`src/rtl/bp_trace_pkg.sv`:
```
// Shared types and constants for the branch-trace replay driver.
package bp_trace_pkg;

  localparam int unsigned ID_W      = 3;
  localparam int unsigned CLEAR_LEN = 3;

  typedef enum logic [2:0] {
    S_IDLE,
    S_CLEAR,
    S_RUN,
    S_DRAIN,
    S_DONE
  } state_t;

  typedef struct packed {
    logic [ID_W-1:0] id;
    logic            outcome;
  } trace_entry_t;

endpackage

```
`src/rtl/branch_trace_ram.sv`:
```
// Trace storage: one loader write port, one synchronous read port.
module branch_trace_ram
  import bp_trace_pkg::*;
#(
  parameter int unsigned DEPTH = 64
) (
  input  logic                     clk,
  input  logic                     we,
  input  logic [$clog2(DEPTH)-1:0] waddr,
  input  trace_entry_t             wdata,
  input  logic [$clog2(DEPTH)-1:0] raddr,
  output trace_entry_t             rdata
);

  trace_entry_t mem [DEPTH];

  always_ff @(posedge clk) begin
    if (we) mem[waddr] <= wdata;
    rdata <= mem[raddr];
  end

endmodule

```
`src/rtl/branch_trace_driver.sv`:
```
// Replays a stored (branch ID, outcome) trace into a predictor, clearing it
// first, and counts the mispredictions it reports one cycle after each entry.
module branch_trace_driver #(
  parameter int unsigned DEPTH = 64,
  parameter int unsigned ID_W  = 3,
  parameter int unsigned CNT_W = 16
) (
  input  logic                       clk,
  input  logic                       reset,
  input  logic                       load_we,
  input  logic [$clog2(DEPTH)-1:0]   load_addr,
  input  logic [ID_W-1:0]            load_id,
  input  logic                       load_outcome,
  input  logic [$clog2(DEPTH):0]     trace_len,
  input  logic                       start,
  output logic [ID_W-1:0]            branchID,
  output logic                       outcome,
  output logic                       bp_reset,
  input  logic                       miss,
  output logic                       busy,
  output logic                       done,
  output logic [CNT_W-1:0]           miss_count,
  output logic [CNT_W-1:0]           branch_count
);

  import bp_trace_pkg::*;

  localparam int unsigned AW = $clog2(DEPTH);
  localparam int unsigned LW = AW + 1;

  state_t          state, state_nxt;
  logic [1:0]      clr_cnt;
  logic [AW-1:0]   fptr;
  logic [LW-1:0]   idx, len;
  logic            valid;
  logic            fetch;
  logic            accept_start;
  trace_entry_t    wdata, rdata;

  logic [ID_W-1:0] branch_id_nxt;
  logic            outcome_nxt, bp_reset_nxt, busy_nxt, done_nxt;

  assign wdata = '{id: load_id, outcome: load_outcome};

  branch_trace_ram #(.DEPTH(DEPTH)) u_ram (
    .clk   (clk),
    .we    (load_we & ~busy),
    .waddr (load_addr),
    .wdata (wdata),
    .raddr (fptr),
    .rdata (rdata)
  );

  // Next state, and registered outputs derived from the state being entered
  always_comb begin
    state_nxt     = state;
    branch_id_nxt = '0;
    outcome_nxt   = 1'b0;
    accept_start  = 1'b0;
    case (state)
      S_IDLE, S_DONE: begin
        if (start) begin
          state_nxt    = S_CLEAR;
          accept_start = 1'b1;
        end
      end
      S_CLEAR: begin
        if (clr_cnt == 2'(CLEAR_LEN - 1)) state_nxt = (len == '0) ? S_DRAIN : S_RUN;
      end
      S_RUN: begin
        if (idx == len - LW'(1)) state_nxt = S_DRAIN;
      end
      S_DRAIN: state_nxt = S_DONE;
      default: state_nxt = S_IDLE;
    endcase
    bp_reset_nxt = (state_nxt == S_CLEAR);
    busy_nxt     = (state_nxt == S_CLEAR) || (state_nxt == S_RUN) || (state_nxt == S_DRAIN);
    done_nxt     = (state_nxt == S_DONE);
    if (state_nxt == S_RUN) begin
      branch_id_nxt = ID_W'(rdata.id);
      outcome_nxt   = rdata.outcome;
    end
  end

  always_ff @(posedge clk) begin
    if (reset) begin
      state    <= S_IDLE;
      branchID <= '0;
      outcome  <= 1'b0;
      bp_reset <= 1'b0;
      busy     <= 1'b0;
      done     <= 1'b0;
    end else begin
      state    <= state_nxt;
      branchID <= branch_id_nxt;
      outcome  <= outcome_nxt;
      bp_reset <= bp_reset_nxt;
      busy     <= busy_nxt;
      done     <= done_nxt;
    end
  end

  // Read address runs two entries ahead of the driven entry: RAM latency plus output register
  assign fetch = ((state == S_CLEAR) && (clr_cnt >= 2'(CLEAR_LEN - 2))) || (state == S_RUN);

  always_ff @(posedge clk) begin
    if (reset) begin
      clr_cnt      <= '0;
      fptr         <= '0;
      idx          <= '0;
      len          <= '0;
      valid        <= 1'b0;
      miss_count   <= '0;
      branch_count <= '0;
    end else begin
      valid <= (state == S_RUN);
      if (accept_start) begin
        len          <= trace_len;
        clr_cnt      <= '0;
        fptr         <= '0;
        idx          <= '0;
        miss_count   <= '0;
        branch_count <= '0;
      end else begin
        if (state == S_CLEAR) clr_cnt <= clr_cnt + 2'd1;
        if (fetch) fptr <= fptr + AW'(1);
        if (state == S_RUN) idx <= idx + LW'(1);
        if (valid) begin
          branch_count <= branch_count + CNT_W'(1);
          miss_count   <= miss_count + CNT_W'(miss);
        end
      end
    end
  end

endmodule
```
`config.mk`:
```
export PLATFORM = sky130hd
export DESIGN_NAME = branch_trace_driver
export DESIGN_NICKNAME = d
export VERILOG_FILES = /design/src/rtl/bp_trace_pkg.sv /design/src/rtl/branch_trace_ram.sv /design/src/rtl/branch_trace_driver.sv
export SDC_FILE = /design/constraint.sdc
export NUM_CORES = 1
export LEC_CHECK = 0
export CORE_ASPECT_RATIO = 0.9
export CORE_MARGIN = 4
export CORE_UTILIZATION = 48
export CTS_BUF_LIST = sky130_fd_sc_hd__clkbuf_8
export DETAILED_ROUTE_END_ITERATION = 8
export PLACE_DENSITY_LB_ADDON = 0.3
export SYNTH_ARGS = -nofsm -noshare
export SYNTH_HDL_FRONTEND = slang
export SYNTH_SLANG_ARGS = --single-unit
export TNS_END_PERCENT = 100
```
`constraint.sdc`:
```
create_clock -name clk -period 4.96 [get_ports clk]
set_input_delay 0.744 -clock clk [delete_from_list [all_inputs] [get_ports clk]]
set_output_delay 0.744 -clock clk [all_outputs]
set_load 0.01 [all_outputs]
```
Yosys cells after proc, flatten, opt, wreduce, memory -nomap -nowiden

Memory sizes are Yosys's and may differ from the RTL's. A register that Yosys moved wholly into a read port is not among the register bits.
Cells that the tools add are included.

Memories: 1
Memory bits (writable): 256
Word-level logic and storage cells: 52
Output and inout bits: 39
Bits in registers: 65

Reductions and logical operators: 9
$lt $le $gt $ge: 1
$add $sub $neg: 6
Bitwise logic cells: 3
Mux-type cells: 9
Equality and inequality tests: 10

Memory list:

| name      | depth | width | read ports | clocked after Yosys merged registers in | wr ports | line                   | text |
|---|---|---|---|---|---|---|---|
| u_ram.mem | 64    | 4     | 1          | 1                                       | 1        | branch_trace_ram.sv:15 | `trace_entry_t mem [DEPTH];` |

Operators with widths:

| operator                                                          | count |
|---|---|
| adder 16 x 1 -> 16 bit                                            | 1 |
| adder 16 x 1 -> 16 bit, second input constant                     | 1 |
| equality test 3 x 2 -> 1 bit, second input constant               | 4 |
| one-hot mux 3 bit (4 select lines)                                | 1 |
| two-way mux 3 bit                                                 | 3 |
| adder 7 x 1 -> 7 bit, second input constant                       | 1 |
| equality test 7 bit                                               | 1 |
| logical NOT 7 bit                                                 | 1 |
| subtractor 7 x 1 -> 7 bit, second input constant                  | 1 |
| adder 6 x 1 -> 6 bit, second input constant                       | 1 |
| equality test 3 x 1 -> 1 bit, second input constant               | 2 |
| equality test 3 bit, second input constant                        | 2 |
| OR reduction 2 bit                                                | 3 |
| two-way mux 1 bit                                                 | 5 |
| logical NOT 3 bit                                                 | 1 |
| logical OR 1 bit                                                  | 3 |
| adder 2 x 1 -> 2 bit, second input constant                       | 1 |
| equality test 2 bit, second input constant                        | 1 |
| greater-or-equal comparator 2 x 1 -> 1 bit, second input constant | 1 |
| NOT 1 bit                                                         | 2 |
| bitwise AND 1 bit                                                 | 1 |
| logical AND 1 bit                                                 | 1 |

Depth between registers and ports, before layout

Depth after elaboration: 7
Gate-level depth with buffers: 9
Depth with buffers taken out: 7

By module

A second synthesis with hierarchy kept.

Cell total of the unflattened synthesis: 831
Area, all modules: 13249.0 sq um

Modules (own cells, without submodules):

| module              | area an instance (sq um) | cells an instance | instances | seq. area each (sq um) |
|---|---|---|---|---|
| branch_trace_ram    | 10407.5                  | 521               | 1         | 7767.4 |
| branch_trace_driver | 2841.5                   | 310               | 1         | 1301.2 |

Least setup slack after synthesis

No wires, ideal clock.

Kind: input port to flip-flop
Start point: in load_addr[3]
End point: mem u_ram.mem[14][0] in the netlist's numbering (enable)
Cell stages on the path: 4
Slack: 2.863 ns
Buffers on the path: 2
Setup time: 0.330 ns
Data arrival time: 1.767 ns
Path through: clkbuf_1 or3b_2 clkbuf_1 nor2_1

RTL lines:

| what        | line                      | text |
|---|---|---|
| from (decl) | branch_trace_driver.sv:11 | `input logic [$clog2(DEPTH)-1:0] load_addr,` |
| to (decl)   | branch_trace_ram.sv:15    |  |

Straight into the memory's write port.

==> results by group <==
Timing
  • Final setup vio count: 0
  • Worst Skew: 21.49 ps
  • Min Tclk post-route: 2671 ps
  • Max Transition Viols Final: 0
  • Worst slew pin tran: 951.3 ps
  • Slew HR: 36.50%
  • Final setup TNS: 0 ps
  • RSZ-0062 raised after global routing: no
  • Final hold viol count: 0
  • Final Cycle Share: 53.85%
  • Max Fclk: 0.3744 GHz

Clocking
  • Clk slew on worst S/H paths: 60 ps
  • CTS Sinks: 325
  • Cts repair resizes: 0
  • Skew-Pair Late Insertion Delay: 580 ps
  • H-tree depth: 2
  • CTS tree: done
  • Clock Path Buffers: 3
  • Clock root cell: clkbuf_8
  • Post-CTS Hold Buffers: 0
  • Post-CTS Setup Bufs: 0
  • CTS buffer count: 51

Placement
  • DP Area: 0.01404 mm^2
  • Dpl hpwl: 17070 um
  • IO Port Bufs: 60
  • Routability cong.: 0.7985

GRT
  • GR Overflow Total: 0
  • Vias in the first global route: 7629
  • Initial antenna violation count: 0
  • First-pass GRT wire length: 43620 um
  • Largest net degree at the start of global routing: 65
  • Global-route usage over all layers: 18.90%

Final layout
  • Layout cells sized above 1: 16.58%
  • Nets: 960
  • Fill cells: 2164
  • Final Cell Area: 0.01500 mm^2
  • Area grow syn2layout: 14.04%
  • Antenna cell count: 0

Power and ir drop
  • Comb power frac: 3.1%
  • Peak supply drop: 0.2637 mV
  • Sw Pwr: 0.001134 W
  • Switching fraction of total power: 21.69%
  • Clk pwr share: 40.2%
  • Seq pwr share: 56.7%
  • Pwr dens: 348.5 mW/mm^2
  • Internal Dissipation: 0.004093 W
  • Leakage dissipation: 4.829 nW

Logic synthesis
  • Ys async rst share: 0%
  • Syn Nets: 880
  • Synth Warn #: 0
  • EDFF count, synth: 256
  • Seq cells post-synth: 325
  • Mapped Cells: 850
  • Avg Cell Area, Syn: 15.47 um^2
  • Seq/Total Area, Yosys: 68.96%
  • Synth Cell Area: 0.01315 mm^2
  • Post-synth top flop: edfxtp_1
  • Distinct cells, synth: 54

Detailed routing
  • First drt pass iteration count: 5
  • Via count: 7460
  • Vias per cell: 5.630
  • Initial drt markers: 542
  • Drt drc: 0
  • Routed wire length: 27870 um
  • WL per Instance: 21.03 um
  • Routed Antenna Nets: 0

Floorplan
  • Initial Utilization: 48.66%
  • Chip height: 165.0 um
  • Io pins: 61
  • Row Count: 57
  • Core Area: 0.02703 mm^2
  • Die X: 182.5 um
  • Die Area: 0.03011 mm^2

Hold path
  • Worst min-delay path category: reg2reg

Run status
  • Status: complete, no violations

Run
  • Max-Cap Viols: 0

Setup path
  • Worst setup EP type: flop
  • Crit path max fanout: 42
  • Setup crit start kind: flop
  • Crit path required time: 5380 ps
  • Critical path arrival: 3090 ps
  • WS Path Type: reg2reg
[through the flow]
stage	hold WS (ps)	utilization [%]	std cells	total power (W)	setup WS, ps
finish	423.4	55.49	1325	0.005226	2289
global route	446.9	55.49	1325	0.005432	2046
CTS	423.5	55.49	1325	0.005272	2211
detailed placement	414.0	51.95	1231	0.003184	1832
global placement	409.7	51.95	1231	0.003182	1913
floorplan	395.2	-	850	0.003099	2863
[critical path, stage by stage (launching register included)]
cell	delay [ps]
dfxtp_4	850
buf_4	360
mux4_2	540
mux2_2	270
o21ai_0	300
a21oi_1	180
[cells in the final DEF (no fill, tap or decap), types with 8 or more instances in the layout]
master / count
buf_4: 9
ha_1: 8
mux2_2: 17
nand2_1: 38
a21oi_1: 13
mux2i_1: 27
inv_1: 27
nand3_1: 16
edfxtp_1: 256
clkbuf_8: 52
clkinv_2: 9
o21ai_0: 8
dfxtp_1: 67
nor2_1: 140
xor2_1: 30
xnor2_1: 15
clkdlybuf4s50_1: 56
nand4_1: 16
clkinv_1: 13
mux4_2: 57
[cells in the mapped netlist (2+ instances only)]
library cell,n,area [um^2]
mux2_2,17,191.4
nand2_1,38,142.6
a22oi_1,7,52.55
nand2b_1,2,12.51
dfxtp_1,69,1381
o21ai_0,8,40.04
a21oi_1,13,65.06
a31oi_1,4,25.02
nor3b_1,5,37.54
nor3b_2,2,25.02
o211ai_1,3,22.52
nand3b_1,3,22.52
buf_4,3,22.52
and3b_1,3,26.28
ha_1,8,100.1
xor2_1,30,262.8
mux4_2,57,1284
nand3_1,16,80.08
and2_1,6,37.54
a211oi_1,4,30.03
edfxtp_1,256,7687
nand4_1,16,100.1
clkbuf_1,21,78.83
nor2b_1,7,43.79
buf_2,13,65.06
mux2i_1,27,270.3
nor3_1,5,25.02
and4_1,2,17.52
or3_1,4,25.02
nor2_1,140,525.5
and3_1,7,43.79
inv_1,10,37.54
or3b_2,2,17.52
a221oi_1,6,52.55
buf_6,3,33.78
xnor2_1,15,131.4
[flip-flops by register name (all words and copies together) (netlist names), 2 cells and up]
signal,count
miss_count,16
u_ram.mem,256
branchID,3
fptr,6
branch_count,16
idx,7
len,7
state,3
u_ram.rdata,4
clr_cnt,2
[power by group through the flow]
stage | Clock, W | Combinational [W] | Sequential, W
finish | 0.00210 | 0.000160 | 0.00296
global route | 0.00229 | 0.000175 | 0.00297
CTS | 0.00214 | 0.000162 | 0.00297
detailed placement | 0 | 0.000161 | 0.00302
global placement | 0 | 0.000160 | 0.00302
floorplan | 0 | 0.0000845 | 0.00301
[logic make-up after synthesis]
group | after synthesis | share of synthesized area (%)
and+or+nand+nor | 262 | 9.191
xor gates and xnor gates | 45 | 2.997
muxes | 101 | 13.27
AOI/OAI and AO/OA | 55 | 2.892
DFF | 325 | 68.96
adders and majority gates | 8 | 0.7611
buffers and inverters | 54 | 1.931
[routing by layer]
layer	vias up	global-route usage, %	routed length, um
met1	3725	26.20	11850
li1	3390	-	-
met4	0	5.662	567
met5	-	0	0
met2	298	31.12	13370
met3	47	3.171	2075
[area by class of cell]
type / count / area [um^2] / area share (%)
sequential: 325 / 9076 / 60.52
multi-input combinational: 471 / 3829 / 25.53
clock buffer: 52 / 715.7 / 4.772
timing repair buffer: 69 / 648.1 / 4.321
tap: 354 / 442.9 / 2.953
clock inverter: 42 / 241.5 / 1.610
inverter: 12 / 45.04 / 0.3003
[worst paths after layout]
check | slack [ps] | depth (start not counted) | end | from
setup / recovery | 2290 | 5 | u_ram.rdata[1] | fptr[0]
hold / removal | 420 | 2 | branchID[2] | u_ram.rdata[3]
setup reg to reg | 2290 | 5 | u_ram.rdata[1] | fptr[0]
hold reg to reg | 420 | 2 | branchID[2] | u_ram.rdata[3]
No activity file was read; power rests on OpenSTA's default activity.
==> variant (config.mk and constraints unchanged) <==
Change the parameter `CNT_W` from 16 to 32.
--- a/src/rtl/branch_trace_driver.sv
+++ b/src/rtl/branch_trace_driver.sv
@@ -4,5 +4,5 @@
   parameter int unsigned DEPTH = 64,
   parameter int unsigned ID_W  = 3,
-  parameter int unsigned CNT_W = 16
+  parameter int unsigned CNT_W = 32
 ) (
   input  logic                       clk,
Ports: changed (resized branch_count and miss_count); port bits go from 61 to 93. The function was not compared with the original's and may differ.
==> variant against the unedited design <==
Routed wire length grew 14%; register-to-register slack lost 0.02 ns; critical path depth is the same; worst setup slack lost 0.20 ns; combinational power grew 7%; cell area grew 13%; power grew 6.5%; final cell count grew 21%; sequential cell count grew 32; clock skew grew 0.020 ns; synthesized area grew 13%; sequential power grew 8.8%; count of clock-buffer cells in the layout grew 3; largest cell class unchanged; highest routed layer unchanged.
==> variant: results (changes against the unedited design) <==
status finished clean (unchanged); Worst EP arrival 3.35 ns (was 3.09 ns); Synth Instances 1,050 (was 850); fin cells 1,598 (was 1,325); sequential area share after synthesis 0.6549 (was 0.6896); initial antenna violation count 0 (unchanged); vias in the first global route 9,098 (was 7,629); Post-synth EDFFs 256 (unchanged); CTS H-Tree Depth 2 (unchanged); DRT iter0 DRCs 663 (was 542); worst vdd ir 0.2551 mV (was 0.2637 mV); clk slew on worst S/H paths 0.06 ns (about the same); largest net degree at the start of global routing 65 (unchanged); worst-path fanout max 49 (was 42); placed inst area 0.01604 sq mm (was 0.01404 sq mm); Synth cell types 64 (was 54); routed vias 8,985 (was 7,460); final WL 31.85 mm (was 27.87 mm); Post-CTS Setup Inserts 0 (unchanged); ys async rst share 0 (unchanged); I/O Buffers 92 (was 60); final setup skew 0.04154 ns (was 0.02149 ns); worst min-delay path category reg -> reg (unchanged); most frequent cells after synthesis edfxtp_1 (256), nor2_1 (156), dfxtp_1 (101) (was edfxtp_1 (256), nor2_1 (140), dfxtp_1 (69)); layout cells sized above 1 0.1322 (was 0.1658); yosys warns 0 (unchanged); post-placement worst setup slack 1.459 ns (was 1.832 ns); Hold-fix buffers, CTS 0 (unchanged); ranking of synthesized cells by area edfxtp_1 (52%), dfxtp_1 (14%), mux4_2 (6.5%) (was edfxtp_1 (58%), dfxtp_1 (11%), mux4_2 (9.8%)); Detailed Routing Iterations Pass 1 5 (unchanged); hpwl dp 20.56 mm (was 17.07 mm); worst-skew pair later-pin latency 0.61 ns (was 0.58 ns); CTS resizes 0 (unchanged); Least-Margin Pin Slew 0.9454 ns (was 0.9513 ns); clk root buf clkbuf_8 (unchanged); Static Leak 5.304 nW (was 4.829 nW); CTS Buffer Depth 3 (unchanged); Worst path slowest cell or2_2 (was dfxtp_4); delay-heaviest family, CP simple AND/OR/NAND/NOR gates (was flip-flops); CP peak stage delay 0.88 ns (was 0.85 ns); Largest regs u_ram.mem: 256 flops, branch_count: 32 flops, miss_count: 32 flops (was u_ram.mem: 256 flops, branch_count: 16 flops, miss_count: 16 flops); Placer Congestion 0.7654 (was 0.7985); global-route wire length before repair 50.66 mm (was 43.62 mm); Total GRT Usage 0.1866 (was 0.1890); Post-layout nets 1,188 (was 960); Placed Cells 1,504 (was 1,231); TritonCTS Buffers 55 (was 51); Ant. Diodes 0 (unchanged)
variant: cell count changes after synthesis, moves of 11 or more:
cell	delta
xnor2_1	+28
mux2i_1	+20
xor2_1	-11
a21oi_1	+23
nand2_1	+13
buf_2	+12
nor4_1	+12
nor2_1	+16
mux4_2	-14
dfxtp_1	+32
nor3_1	+12
variant: area by class of cell:
class	count	area, sq um
clock inverter	39	193.9
timing repair buffer	105	998.5
multi-input combinational	623	4766
inverter	16	60.06
sequential	357	9714
clock buffer	55	757.0
tap	403	504.2
fill	2436	13190
variant: power breakdown:
group          internal [W]  switching (W)  total (W)
Clock               0.00108        0.00110    0.00218
Sequential          0.00321      0.0000118    0.00322
Combinational     0.0000553       0.000116   0.000171
variant: worst register-to-register path: stages (launching register included):
cell and delay (ns):
dfxtp_1 0.62, buf_4 0.44, or3b_2 0.40, o22ai_1 0.16, a2111oi_1 0.53, o21ai_0 0.16
and4_1 0.25
variant: final timing paths:
kind	cells after the start	to	from	slack, ns
worst max register to register	6	u_ram.rdata[2]	fptr[2]	2.27
worst max-delay path	5	miss_count[9]	start	2.09
worst min register to register	2	branchID[2]	u_ram.rdata[3]	0.44
worst min-delay path	2	branchID[2]	u_ram.rdata[3]	0.44
variant: cell families after synthesis:
logic type,synth area share
and+or+nand+nor,0.1133
xor gates and xnor gates,0.03663
buffers and inverters,0.02397
adders and majority gates,0.006752
AOI/OAI and AO/OA,0.05165
muxes,0.1128
DFF,0.6549
variant: layer usage:
metal	wire length [um]	track usage
met5	0	0
met4	560	0.04867
met3	2143	0.04049
met2	14560	0.2917
met1	14590	0.2688
